$ cat config.mk
export PLATFORM = sky130hd
export DESIGN_NAME = muldiv_unit
export DESIGN_NICKNAME = d
export VERILOG_FILES = /design/src/rtl/muldiv_pkg.sv /design/src/rtl/muldiv_step.sv /design/src/rtl/muldiv_unit.sv
export SDC_FILE = /design/constraint.sdc
export NUM_CORES = 1
export LEC_CHECK = 0
export BUFFER_PORTS_ARGS = -buffer_cell sky130_fd_sc_hd__clkbuf_2
export CAP_MARGIN = 40
export CORE_AREA = 2 2 195 159
export CTS_CLUSTER_DIAMETER = 200
export DETAILED_ROUTE_END_ITERATION = 8
export DIE_AREA = 0 0 197 161
export HOLD_SLACK_MARGIN = 0.12
export PLACE_DENSITY_LB_ADDON = 0.3
export SLEW_MARGIN = 30
export SYNTH_ARGS = -nofsm -noshare
export SYNTH_HDL_FRONTEND = slang
export SYNTH_HIERARCHICAL = 1
export SYNTH_SLANG_ARGS = --single-unit
$ cat constraint.sdc
create_clock -name CLK -period 4.26 [get_ports CLK]
set_input_delay 0.213 -clock CLK [delete_from_list [all_inputs] [get_ports CLK]]
set_output_delay 0.213 -clock CLK [all_outputs]
set_load 0.03 [all_outputs]
$ cat src/rtl/muldiv_pkg.sv
// Shared encodings for the iterative multiply/divide unit.
// Op codes follow the core's HI/LO instruction group; states follow the
// IDLE -> PREP -> RUN -> FIX -> DONE sequence of muldiv_unit.
package muldiv_pkg;

  localparam logic [1:0] OP_MULT  = 2'b00;
  localparam logic [1:0] OP_MULTU = 2'b01;
  localparam logic [1:0] OP_DIV   = 2'b10;
  localparam logic [1:0] OP_DIVU  = 2'b11;

  localparam logic MODE_MUL = 1'b0;
  localparam logic MODE_DIV = 1'b1;

  typedef enum logic [2:0] {
    ST_IDLE = 3'd0,
    ST_PREP = 3'd1,
    ST_RUN  = 3'd2,
    ST_FIX  = 3'd3,
    ST_DONE = 3'd4
  } state_e;

  // Even op codes are the signed variants.
  function automatic logic op_is_signed(input logic [1:0] op_v);
    return ~op_v[0];
  endfunction

  // Upper op bit selects divide.
  function automatic logic op_is_div(input logic [1:0] op_v);
    return op_v[1];
  endfunction

endpackage

$ cat src/rtl/muldiv_step.sv
// One iteration of the shared multiply/divide datapath.
// Multiply: radix-2 shift-add; acc holds {partial product, remaining multiplier}.
// Divide: restoring step; acc holds {partial remainder, remaining dividend}.
// In divide mode bit 0 of acc_o is left clear; the caller merges qbit_o there.
module muldiv_step
  import muldiv_pkg::*;
#(
  parameter int WIDTH = 32
) (
  input  logic [2*WIDTH-1:0] acc_i,
  input  logic [WIDTH-1:0]   opnd_i,
  input  logic               mode_i,
  output logic [2*WIDTH-1:0] acc_o,
  output logic               qbit_o
);

  logic [WIDTH:0] sum_s;
  logic [WIDTH:0] rem_sh_s;
  logic [WIDTH:0] diff_s;

  // Single shift-add or trial-subtract step selected by mode.
  always_comb begin
    sum_s    = {(WIDTH+1){1'b0}};
    rem_sh_s = {(WIDTH+1){1'b0}};
    diff_s   = {(WIDTH+1){1'b0}};
    qbit_o   = 1'b0;
    acc_o    = acc_i;
    if (mode_i == MODE_MUL) begin
      sum_s = {1'b0, acc_i[2*WIDTH-1:WIDTH]}
            + (acc_i[0] ? {1'b0, opnd_i} : {(WIDTH+1){1'b0}});
      acc_o = {sum_s, acc_i[WIDTH-1:1]};
    end else begin
      // Remainder shifted left with the next dividend bit; the extra top bit
      // keeps the trial subtraction exact for divisors with the MSB set.
      rem_sh_s = acc_i[2*WIDTH-1:WIDTH-1];
      diff_s   = rem_sh_s - {1'b0, opnd_i};
      qbit_o   = ~diff_s[WIDTH];
      acc_o    = {(qbit_o ? diff_s[WIDTH-1:0] : rem_sh_s[WIDTH-1:0]),
                  acc_i[WIDTH-2:0], 1'b0};
    end
  end

endmodule

$ cat src/rtl/muldiv_unit.sv
// Iterative HI/LO multiply/divide unit (MULT/MULTU/DIV/DIVU), any even WIDTH >= 4.
// Fixed latency of WIDTH+3 cycles from the accepting edge to done.
// Optional feature macro: MULDIV_FAST_ZERO_EN -- zero multiplies and divides
// by zero skip RUN/FIX and finish two cycles after start.
module muldiv_unit
  import muldiv_pkg::*;
#(
  parameter int WIDTH = 32
) (
  input  logic             CLK,
  input  logic             RST_N,
  input  logic             start,
  input  logic [1:0]       op,
  input  logic [WIDTH-1:0] a,
  input  logic [WIDTH-1:0] b,
  output logic             busy,
  output logic             done,
  output logic [WIDTH-1:0] hi,
  output logic [WIDTH-1:0] lo,
  output logic             div_zero
);

  localparam int CNT_W = $clog2(WIDTH) + 1;
  localparam logic [CNT_W-1:0] CNT_LAST = CNT_W'(WIDTH - 1);

  state_e               state_q;
  logic [1:0]           op_q;
  logic [WIDTH-1:0]     a_q;
  logic [WIDTH-1:0]     b_q;
  logic [2*WIDTH-1:0]   acc_q;
  logic [WIDTH-1:0]     opnd_q;
  logic                 neg_lo_q;
  logic                 neg_hi_q;
  logic                 dz_q;
  logic [CNT_W-1:0]     cnt_q;
  logic [WIDTH-1:0]     hi_q;
  logic [WIDTH-1:0]     lo_q;
  logic                 div_zero_q;
  logic                 busy_q;
  logic                 done_q;

  logic                 mode_s;
  logic [2*WIDTH-1:0]   step_acc_s;
  logic                 step_qbit_s;
  logic [2*WIDTH-1:0]   acc_d;

  logic                 sgn_s;
  logic                 div_s;
  logic [WIDTH-1:0]     abs_a_s;
  logic [WIDTH-1:0]     abs_b_s;
  logic [2*WIDTH-1:0]   prep_acc_s;
  logic [WIDTH-1:0]     prep_opnd_s;
  logic                 prep_neg_lo_s;
  logic                 prep_neg_hi_s;
  logic                 prep_dz_s;
  logic [2*WIDTH-1:0]   prod_s;
  logic [WIDTH-1:0]     fix_hi_s;
  logic [WIDTH-1:0]     fix_lo_s;

  assign busy     = busy_q;
  assign done     = done_q;
  assign hi       = hi_q;
  assign lo       = lo_q;
  assign div_zero = div_zero_q;

  assign mode_s = op_is_div(op_q) ? MODE_DIV : MODE_MUL;

  muldiv_step #(.WIDTH(WIDTH)) u_step (
    .acc_i  (acc_q),
    .opnd_i (opnd_q),
    .mode_i (mode_s),
    .acc_o  (step_acc_s),
    .qbit_o (step_qbit_s)
  );

  // Quotient bit enters at the bottom; it is always 0 in multiply mode.
  assign acc_d = {step_acc_s[2*WIDTH-1:1], step_acc_s[0] | step_qbit_s};

  // Operand magnitudes, result signs and initial accumulator for PREP.
  always_comb begin
    sgn_s         = op_is_signed(op_q);
    div_s         = op_is_div(op_q);
    abs_a_s       = (sgn_s && a_q[WIDTH-1]) ? -a_q : a_q;
    abs_b_s       = (sgn_s && b_q[WIDTH-1]) ? -b_q : b_q;
    prep_neg_lo_s = sgn_s & (a_q[WIDTH-1] ^ b_q[WIDTH-1]);
    prep_dz_s     = div_s & (b_q == {WIDTH{1'b0}});
    if (div_s) begin
      prep_acc_s    = {{WIDTH{1'b0}}, abs_a_s};
      prep_opnd_s   = abs_b_s;
      prep_neg_hi_s = sgn_s & a_q[WIDTH-1];
    end else begin
      prep_acc_s    = {{WIDTH{1'b0}}, abs_b_s};
      prep_opnd_s   = abs_a_s;
      prep_neg_hi_s = prep_neg_lo_s;
    end
  end

  // Sign correction and divide-by-zero substitution applied in FIX.
  always_comb begin
    prod_s = neg_lo_q ? -acc_q : acc_q;
    if (dz_q) begin
      fix_hi_s = a_q;
      fix_lo_s = {WIDTH{1'b1}};
    end else if (op_is_div(op_q)) begin
      fix_hi_s = neg_hi_q ? -acc_q[2*WIDTH-1:WIDTH] : acc_q[2*WIDTH-1:WIDTH];
      fix_lo_s = neg_lo_q ? -acc_q[WIDTH-1:0] : acc_q[WIDTH-1:0];
    end else begin
      fix_hi_s = prod_s[2*WIDTH-1:WIDTH];
      fix_lo_s = prod_s[WIDTH-1:0];
    end
  end

`ifdef MULDIV_FAST_ZERO_EN
  logic             fast_zero_s;
  logic [WIDTH-1:0] fast_hi_s;
  logic [WIDTH-1:0] fast_lo_s;

  // Early-exit detection: trivially-zero multiply or any divide by zero.
  always_comb begin
    if (op_is_div(op_q)) begin
      fast_zero_s = prep_dz_s;
    end else begin
      fast_zero_s = (a_q == {WIDTH{1'b0}}) || (b_q == {WIDTH{1'b0}});
    end
    if (prep_dz_s) begin
      fast_hi_s = a_q;
      fast_lo_s = {WIDTH{1'b1}};
    end else begin
      fast_hi_s = {WIDTH{1'b0}};
      fast_lo_s = {WIDTH{1'b0}};
    end
  end
`endif

  // Control FSM with iteration counter and registered result/status outputs.
  always_ff @(posedge CLK or negedge RST_N) begin
    if (!RST_N) begin
      state_q    <= ST_IDLE;
      op_q       <= 2'b00;
      a_q        <= {WIDTH{1'b0}};
      b_q        <= {WIDTH{1'b0}};
      acc_q      <= {(2*WIDTH){1'b0}};
      opnd_q     <= {WIDTH{1'b0}};
      neg_lo_q   <= 1'b0;
      neg_hi_q   <= 1'b0;
      dz_q       <= 1'b0;
      cnt_q      <= {CNT_W{1'b0}};
      hi_q       <= {WIDTH{1'b0}};
      lo_q       <= {WIDTH{1'b0}};
      div_zero_q <= 1'b0;
      busy_q     <= 1'b0;
      done_q     <= 1'b0;
    end else begin
      case (state_q)
        ST_IDLE: begin
          if (start) begin
            op_q    <= op;
            a_q     <= a;
            b_q     <= b;
            busy_q  <= 1'b1;
            state_q <= ST_PREP;
          end else begin
            state_q <= ST_IDLE;
          end
        end
        ST_PREP: begin
          acc_q    <= prep_acc_s;
          opnd_q   <= prep_opnd_s;
          neg_lo_q <= prep_neg_lo_s;
          neg_hi_q <= prep_neg_hi_s;
          dz_q     <= prep_dz_s;
          cnt_q    <= {CNT_W{1'b0}};
`ifdef MULDIV_FAST_ZERO_EN
          if (fast_zero_s) begin
            hi_q       <= fast_hi_s;
            lo_q       <= fast_lo_s;
            div_zero_q <= prep_dz_s;
            busy_q     <= 1'b0;
            done_q     <= 1'b1;
            state_q    <= ST_DONE;
          end else begin
            state_q <= ST_RUN;
          end
`else
          state_q <= ST_RUN;
`endif
        end
        ST_RUN: begin
          acc_q <= acc_d;
          cnt_q <= cnt_q + {{(CNT_W-1){1'b0}}, 1'b1};
          if (cnt_q == CNT_LAST) begin
            state_q <= ST_FIX;
          end else begin
            state_q <= ST_RUN;
          end
        end
        ST_FIX: begin
          hi_q       <= fix_hi_s;
          lo_q       <= fix_lo_s;
          div_zero_q <= dz_q;
          busy_q     <= 1'b0;
          done_q     <= 1'b1;
          state_q    <= ST_DONE;
        end
        ST_DONE: begin
          done_q <= 1'b0;
          if (start) begin
            op_q    <= op;
            a_q     <= a;
            b_q     <= b;
            busy_q  <= 1'b1;
            state_q <= ST_PREP;
          end else begin
            state_q <= ST_IDLE;
          end
        end
        default: begin
          busy_q  <= 1'b0;
          done_q  <= 1'b0;
          state_q <= ST_IDLE;
        end
      endcase
    end
  end

endmodule

Word level (Yosys, flattened, before mapping). Index checks and enable logic that the tools add are counted.

Register bits: 241. Latch bits: 0. RAM bits: 0. Memory bits (read-only): 0. Output and inout bits: 67. Word-level logic and storage cells: 72. Memories kept: 0.

Add/subtract/negate cells: 8. Multiply operators: 0. Div/mod/pow operators: 0. $lt $le $gt $ge: 0. Eq/ne operators: 6. Shifts and indexed selects: 0. Mux-type cells: 25. Bitwise gates (word level): 8. Reductions and logical operators: 10.

Operator list (number): 2-to-1 mux 32 bit (12); 2-to-1 mux 64 bit (2); negator 32 bit (4); case mux 64 bit (2 select lines) (1); negator 64 bit (1); adder 32 x 33 -> 33 bit (1); subtractor 33 x 32 -> 33 bit (1); logical NOT 32 bit (1); case mux 3 bit (4 select lines) (1); case mux 6 bit (2 select lines) (1); adder 6 x 1 -> 6 bit (second input constant) (1); equality test 3 x 2 -> 1 bit (second input constant) (2); equality test 6 x 5 -> 1 bit (second input constant) (1); 2-to-1 mux 1 bit (6); case mux 1 bit (2 select lines) (2); AND reduction 2 bit (2); OR reduction 2 bit (2); AND 1 bit (3); equality test 3 x 1 -> 1 bit (second input constant) (1); equality test 3 bit (second input constant) (1); logical NOT 3 bit (1); inverter 1 bit (3); OR reduction 3 bit (1); logical AND 1 bit (2); other kinds (4) (4).

Longest topological paths before layout. Gate-level depths: netlist of run 1.

Depth after elaboration: 5. Mapped depth: 15.

Hierarchy. Netlist of run 1, hierarchy kept.

By module, submodules not included: muldiv_unit (times used 1, cells an instance 1360, area each 12979.9 um^2, seq. area each 6030.8 um^2); muldiv_step (times used 1, cells an instance 683, area each 4648.2 um^2, seq. area each 0.0 um^2).

Least setup slack after synthesis of run 1. No wires, ideal clock.

Path type: reg2reg. Start point: register acc_q[0]. End point: register acc_q[63]. Library setup time: 121 ps. Arrival: 3658 ps. Slack: 481 ps. Stages on the path, launching flop included: 15. Buffers on the path: 1. Period minus slack after synthesis: 3779 ps. Cell sequence: dfrtp_1 clkbuf_1 and2_1 ha_1 fa_1 a211oi_1 o21bai_1 o41ai_1 a21oi_1 o211a_1 o211ai_1 nand2_1 or4_1 o211a_1 a22o_1.

Cells in the longest elaborated chain, start to end: 4.

Ends and longest elaborated chain: from (decl) (RTL line muldiv_unit.sv:30) `logic [2*WIDTH-1:0] acc_q;`; from (signal assigned) (RTL line muldiv_unit.sv:142) `acc_q <= {(2*WIDTH){1'b0}};`; from (signal assigned) (RTL line muldiv_unit.sv:167) `acc_q <= prep_acc_s;`; 2-to-1 mux 32 bit (RTL line muldiv_step.sv:30) `+ (acc_i[0] ? {1'b0, opnd_i} : {(WIDTH+1){1'b0}});`; adder 32 x 33 -> 33 bit (RTL line muldiv_step.sv:30); 2-to-1 mux 64 bit (RTL line muldiv_step.sv:28) `if (mode_i == MODE_MUL) begin`; net step_acc_s[63] (RTL line muldiv_unit.sv:43) `logic [2*WIDTH-1:0] step_acc_s;`; case mux 64 bit (2 select lines) (RTL line muldiv_unit.sv:154) `case (state_q)`.

The timed path passes the listed nets, and every way through them passes these cells. A chain may end at the register's enable or synchronous reset.

Final worst setup path of run 1. Ends and elaborated chain as after synthesis.

==> results of run 1 <==
## through the flow
step | utilization [%] | total power, mW | area [µm²] | cells | hold WS [ps]
finish | 68.6 | 20.0 | 20500 | 2629 | 270
global route | 68.6 | 21.0 | 20500 | 2629 | 368
CTS | 68.5 | 19.4 | 20400 | 2626 | 348
detailed placement | 63.4 | 17.0 | 18900 | 2511 | 327
global placement | 63.3 | 16.7 | 18900 | 2509 | 319
floorplan | - | 13.0 | 17600 | 2043 | -82.6
## layer usage
metal | up-vias | routed length, µm | share of wire (%) | global-route usage, %
met4 | 0 | 3430 | 5.3 | 17.9
met5 | - | 0 | 0 | 0
met1 | 8551 | 26700 | 41 | 57.8
met2 | 1243 | 27300 | 42 | 58.8
met3 | 196 | 7610 | 12 | 9.73
li1 | 7846 | - | - | -
## cell usage after synthesis, drive strengths merged, types with 5 or more instances
master     n
a41oi      5
a22oi     31
nand2    149
a21o      34
xnor2     84
or4       17
and2      41
o21bai     6
a22o      32
o21ai    166
ha        69
buf       21
nor2     178
and3      18
a21oi    187
a211oi    20
nand4     16
o21a       5
or3       19
mux2      91
o31ai     30
nor4      27
inv       74
a221o      8
dfrtp    241
a31oi     22
nand3     33
nand2b    21
o221ai    16
a2111oi    5
or2       11
nor3      38
o41ai     16
nor2b     13
o22ai     18
mux2i     37
clkbuf    97
xor2      82
o211ai    12
and4       5
## cells by family after synthesis
family,Yosys count,share of synthesized area [%]
xor gates and xnor gates,166,8.25
AOI/OAI and AO/OA,647,23.6
DFF,241,34.2
buffers and inverters,194,4.27
muxes,128,7.91
and+or+nand+nor,596,16.6
adders and majority gates,71,5.12
## power breakdown
group,leakage (nW),internal (mW),switching [mW]
Clock,0.398,1.22,1.04
Sequential,2.95,3.34,1.67
Combinational,5.71,4.83,7.91
Total,9.06,9.39,10.6
## worst max path at each step
stage                            to      start  slack [ps]
after floorplan           acc_q[63]   acc_q[0]         480
after global placement    acc_q[63]   acc_q[0]         290
after detailed placement  acc_q[63]  opnd_q[0]         270
after CTS                 acc_q[63]  opnd_q[0]         220
after global routing      acc_q[60]   acc_q[0]          20
final                     acc_q[63]   acc_q[0]         170
## worst max-delay path, cell delays in order (launching register included)
cell,delay (ps)
dfrtp_1,430
and2_1,160
ha_1,220
fa_1,430
a211oi_1,360
o21bai_1,170
o41ai_1,260
buf_4,180
a21oi_1,110
o211a_1,320
o211ai_1,220
buf_4,170
nand2_2,90
or4_1,490
o211a_1,140
a22o_1,200
## final cells by class
type                    instances  area share [%]
well taps                     383            2.34
multi-input cells            1608            53.1
clock inverters                12           0.452
flip-flops and latches        241            29.5
repair buffers                274            9.66
inverters                      76            1.39
clock buffers                  35            3.59
## flip-flops by register name (all words and copies together), names as in the netlist
register	flops
div_zero	1
lo	32
hi	32
dz_q	1
op_q	2
opnd_q	32
busy	1
done	1
a_q	32
neg_hi_q	1
cnt_q	6
state_q	3
neg_lo_q	1
b_q	32
acc_q	64
## repair_timing
item | 4_1_cts | 5_1_grt
setup endpoints to repair | 0 | 2
setup buffers | 0 | 1
resized for setup | 0 | 2
hold endpoints to repair | 176 | 0
hold buffers | 68 | 0
==> results.py, run 1 <==
metrics = {
    "run_status": {
        "status": "finished, final reports clean",
    },
    "routing": {
        "first_pass_iters": 6,
        "drt_iter0_drc": 2451,
        "antenna_left": 0,
        "wl_per_cell_um": 24.7,
        "vias": 17836,
        "drc": 0,
        "vias_per_cell": 6.78,
        "drt-total-wl_um": 65000,
    },
    "timing": {
        "setup_tns_ps": 0,
        "fin_skew_ps": 38.0,
        "slew_violations": 0,
        "worstMarginPinSlew_ps": 871,
        "setup_viol": 0,
        "hold_viol_final": 0,
        "worst_slack_ps": 169,
        "max_freq_ghz": 0.244,
        "period_share_pct": 96.0,
        "relSlewSlack_pct": 40.4,
        "period_needed_ps": 4090,
        "rsz0062_at_grt": "false",
    },
    "yosys": {
        "syn_inst": 2043,
        "synthTopCellsByArea": "dfrtp_1 (34%), mux2_2 (5.8%), a21oi_1 (5.3%), ha_1 (4.9%), o21ai_0 (4.5%)",
        "syn_area_per_cell_um2": 8.63,
        "synth_cell_types": 80,
        "syn-cell-area_um2": 17600,
        "post-synth-top-area-cell": "dfrtp_1",
        "synth-edff-count": 0,
        "async_flop_share_pct": 100,
        "yosysSeqAreaShare_pct": 34.2,
        "synth_flop_cell": "dfrtp_1",
        "synth-seq-cells": 241,
        "synth_top_cell_area_share_pct": 34.2,
        "ys_warn_count": 6,
        "synthesis.nets": 2183,
    },
    "setup_path": {
        "crit_type": "flop to flop",
        "r2r_slack_ps": 170,
        "rr_worst_depth": 15,
        "rr_startpoint": "acc_q[0]",
        "end_kind": "flop",
        "start_kind": "flop",
        "r2r_end": "acc_q[63]",
        "worstPathRequired_ps": 4700,
        "cp_max_fo": 6,
        "arrival_ps": 4530,
    },
    "clocking": {
        "cts_tree": "yes",
        "clk_latency_ps": 580,
        "cts.sinks": 241,
        "clockRootBuffer": "clkbuf_16",
        "cts_buffer_depth": 3,
        "cts_inserted_buffers": 26,
        "htreeDepth": 1,
        "clkTransAtPathRegs_ps": 70,
    },
    "global_route": {
        "grt_pass1_wl_um": 98900,
        "grt_start_max_net_pins": 111,
        "grt_pass1_vias": 16399,
        "track_usage_pct": 40.6,
        "grt-ovfl-total": 0,
        "antenna_found_initial": 0,
    },
    "final_layout": {
        "final-seq-area_um2": 6030,
        "drive_gt1_share_pct": 16.8,
        "final_nets": 2367,
        "area.growth.synth_to_final_pct": 16.1,
        "multi_input_area_um2": 10900,
        "mostFrequentLayoutCell": "dfrtp_1",
        "layout_common_cells": "dfrtp_1 (240), a21oi_1 (186), nor2_1 (177), o21ai_0 (158), nand2_1 (147)",
        "num-fill-cells": 2333,
        "diodes": 0,
    },
    "placed_design": {
        "io_buffers": 135,
        "dp.final_hpwl_um": 46300,
        "place_congestion": 1.02,
        "pre_cts_slack_ps": 273,
    },
    "die": {
        "io_pins": 136,
        "initial_core_util_pct": 59.1,
        "die_area_um2": 31700,
        "core_um2": 29800,
        "fp-row-count": 57,
        "die_h_um": 161,
        "die_w_um": 197,
    },
    "power": {
        "vdd_drop_max_v": 0.000527,
        "p_per_area_nw_per_um2": 978,
        "power.leakage_nw": 9.06,
    },
    "run": {
        "drv_cap": 0,
    },
    "min_path": {
        "min_path_type": "primary input to asynchronous set/reset pin",
    },
}
(Power assumes the default switching activity.)
==> run 2, diff against run 1 <==
Settings changed: CAP_MARGIN 40 to default.
Clock period 4.26 ns to 3.9 ns, I/O delays scaled along.
==> results.py, run 2 (same netlist as run 1, synthesis figures left out) <==
metrics = {
    "routing": {
        "vias_per_cell": 6.68,
        "drc": 0,
        "first_pass_iters": 8,
        "wl_met1_um": 26800,
        "wl_met2_um": 26700,
        "drt_iter0_drc": 2461,
        "vias": 17698,
        "wl_met3_um": 8250,
        "antenna_left": 0,
        "dr.max_layer_used": "met5",
        "wl_per_cell_um": 24.5,
        "drt-total-wl_um": 64800,
    },
    "setup_path": {
        "startpoint": "opnd_q[0]",
        "r2r_end": "acc_q[63]",
        "end_kind": "flop",
        "cp_max_fo": 4,
        "arrival_ps": 4260,
        "rr_startpoint": "opnd_q[0]",
        "rr_worst_depth": 14,
        "r2r_slack_ps": 90,
        "endpoint": "acc_q[63]",
        "worstPathRequired_ps": 4350,
        "crit_type": "flop to flop",
        "start_kind": "flop",
    },
    "clocking": {
        "cts_inserted_buffers": 26,
        "htreeDepth": 1,
        "cts_tree": "yes",
        "clk_latency_ps": 560,
        "clkTransAtPathRegs_ps": 60,
        "clockRootBuffer": "clkbuf_16",
        "cts.sinks": 241,
        "cts_buffer_depth": 3,
    },
    "die": {
        "io_pins": 136,
        "die_area_um2": 31700,
        "initial_core_util_pct": 59.1,
        "die_w_um": 197,
        "core_um2": 29800,
        "die_h_um": 161,
        "fp-row-count": 57,
    },
    "timing": {
        "setup_viol": 0,
        "max_freq_ghz": 0.262,
        "hold_viol_final": 0,
        "relSlewSlack_pct": 34.8,
        "worst_slack_ps": 85.1,
        "period_needed_ps": 3810,
        "period_share_pct": 97.8,
        "worstMarginPinSlew_ps": 968,
        "slew_violations": 0,
        "rsz0062_at_grt": "true",
        "fin_skew_ps": 22.1,
    },
    "final_layout": {
        "stdcell_count": 2650,
        "largest_reg_flops": 64,
        "num-fill-cells": 2321,
        "final_nets": 2392,
        "area.growth.synth_to_final_pct": 17.2,
        "stdcell_area_um2": 20700,
        "mostFrequentLayoutCell": "dfrtp_1",
        "drive_gt1_share_pct": 18.0,
        "layout_common_cells": "dfrtp_1 (240), a21oi_1 (184), nor2_1 (177), o21ai_0 (158), nand2_1 (148)",
        "regMostFlops": "acc_q",
        "fin_util_pct": 69.3,
        "diodes": 0,
    },
    "min_path": {
        "min_path_type": "primary input to asynchronous set/reset pin",
    },
    "global_route": {
        "antenna_found_initial": 1,
        "grt_pass1_wl_um": 98700,
        "grt-ovfl-total": 0,
        "grt_pass1_vias": 16686,
        "grt_start_max_net_pins": 102,
        "track_usage_pct": 40.5,
    },
    "power": {
        "pwr-share-comb_pct": 64.5,
        "power.internal_mw": 10.5,
        "vdd_drop_max_v": 0.000550,
        "seqPwrFrac_pct": 24.1,
        "p_per_area_nw_per_um2": 1070,
        "power.leakage_nw": 9.20,
        "p_sw_mw": 11.6,
        "power_frac_clock_pct": 11.4,
        "netSwitchingFraction_pct": 52.5,
    },
    "run_status": {
        "status": "finished, final reports clean",
    },
    "placed_design": {
        "pre_cts_slack_ps": 10.1,
        "io_buffers": 135,
        "dp_cells": 2538,
        "dpl-instance-area_um2": 19100,
        "dp.final_hpwl_um": 46600,
        "place_congestion": 1.01,
    },
    "run": {
        "drv_cap": 0,
    },
}
## run 2: cell types whose count changed in the layout (fill, tap and decap cells not counted), sizes merged
cell / previous run / this run
clkinv: 8 / 9
clkinvlp: 4 / 3
clkbuf: 169 / 167
buf: 72 / 97
bufinv: 0 / 1
inv: 76 / 73
## run 2: per-layer routing
layer	global-route usage, %	vias to the layer above
met5	0	-
met1	58.1	8474
met4	17.1	2
li1	-	7898
met2	56.7	1149
met3	12.4	175
## run 2: worst max-delay path, cell delays in order, from the launching register on
cell	delay, ps
dfrtp_1	400
and2_1	180
ha_1	220
fa_2	400
a211oi_2	260
o21bai_1	150
o41ai_2	230
buf_4	170
a21oi_1	90
o211a_1	290
o211ai_1	280
nand2_1	180
or4_1	500
o211a_1	150
a22o_1	200
## run 2: worst min-delay path by stage
stage | from | end
2_1_floorplan | RST_N | a_q[0]
3_3_place_gp | RST_N | acc_q[60]
3_5_place_dp | RST_N | acc_q[59]
4_1_cts | RST_N | acc_q[59]
5_1_grt | RST_N | acc_q[59]
6_report | RST_N | acc_q[59]
## run 2: repair_timing
item,in CTS,in global routing
gates resized for setup,1,8
buffers inserted,0,1
hold buffers,68,0
endpoints found under the setup margin,1,11
endpoints found under the hold margin,166,0
pin swaps,0,2
## run 2: power groups by stage
stage                     sequential (mW)  clock [mW]  combinational, mW
after floorplan                      5.31           0               8.88
after global placement               5.17           0               13.3
after detailed placement             5.22           0               13.5
after CTS                            5.19        2.51               13.7
after global routing                 5.41        2.62               15.2
final                                5.33        2.52               14.3
## run 2: cell type report
type                       instances  area (µm²)  area share, %
clock inverter                    10        93.8          0.454
tap                              383         479           2.32
clock buffer                      33         758           3.67
multi-input combinational       1608       10900           52.7
inverter                          76         285           1.38
timing repair buffer             299        2130           10.3
sequential                       241        6030           29.2
## run 2: stage by stage
step	hold WS [ps]	TNS, ps	total power, mW
2_1_floorplan	-101	0	14.2
3_3_place_gp	306	0	18.5
3_5_place_dp	313	0	18.8
4_1_cts	328	0	21.4
5_1_grt	379	-19.7	23.3
6_report	290	0	22.1
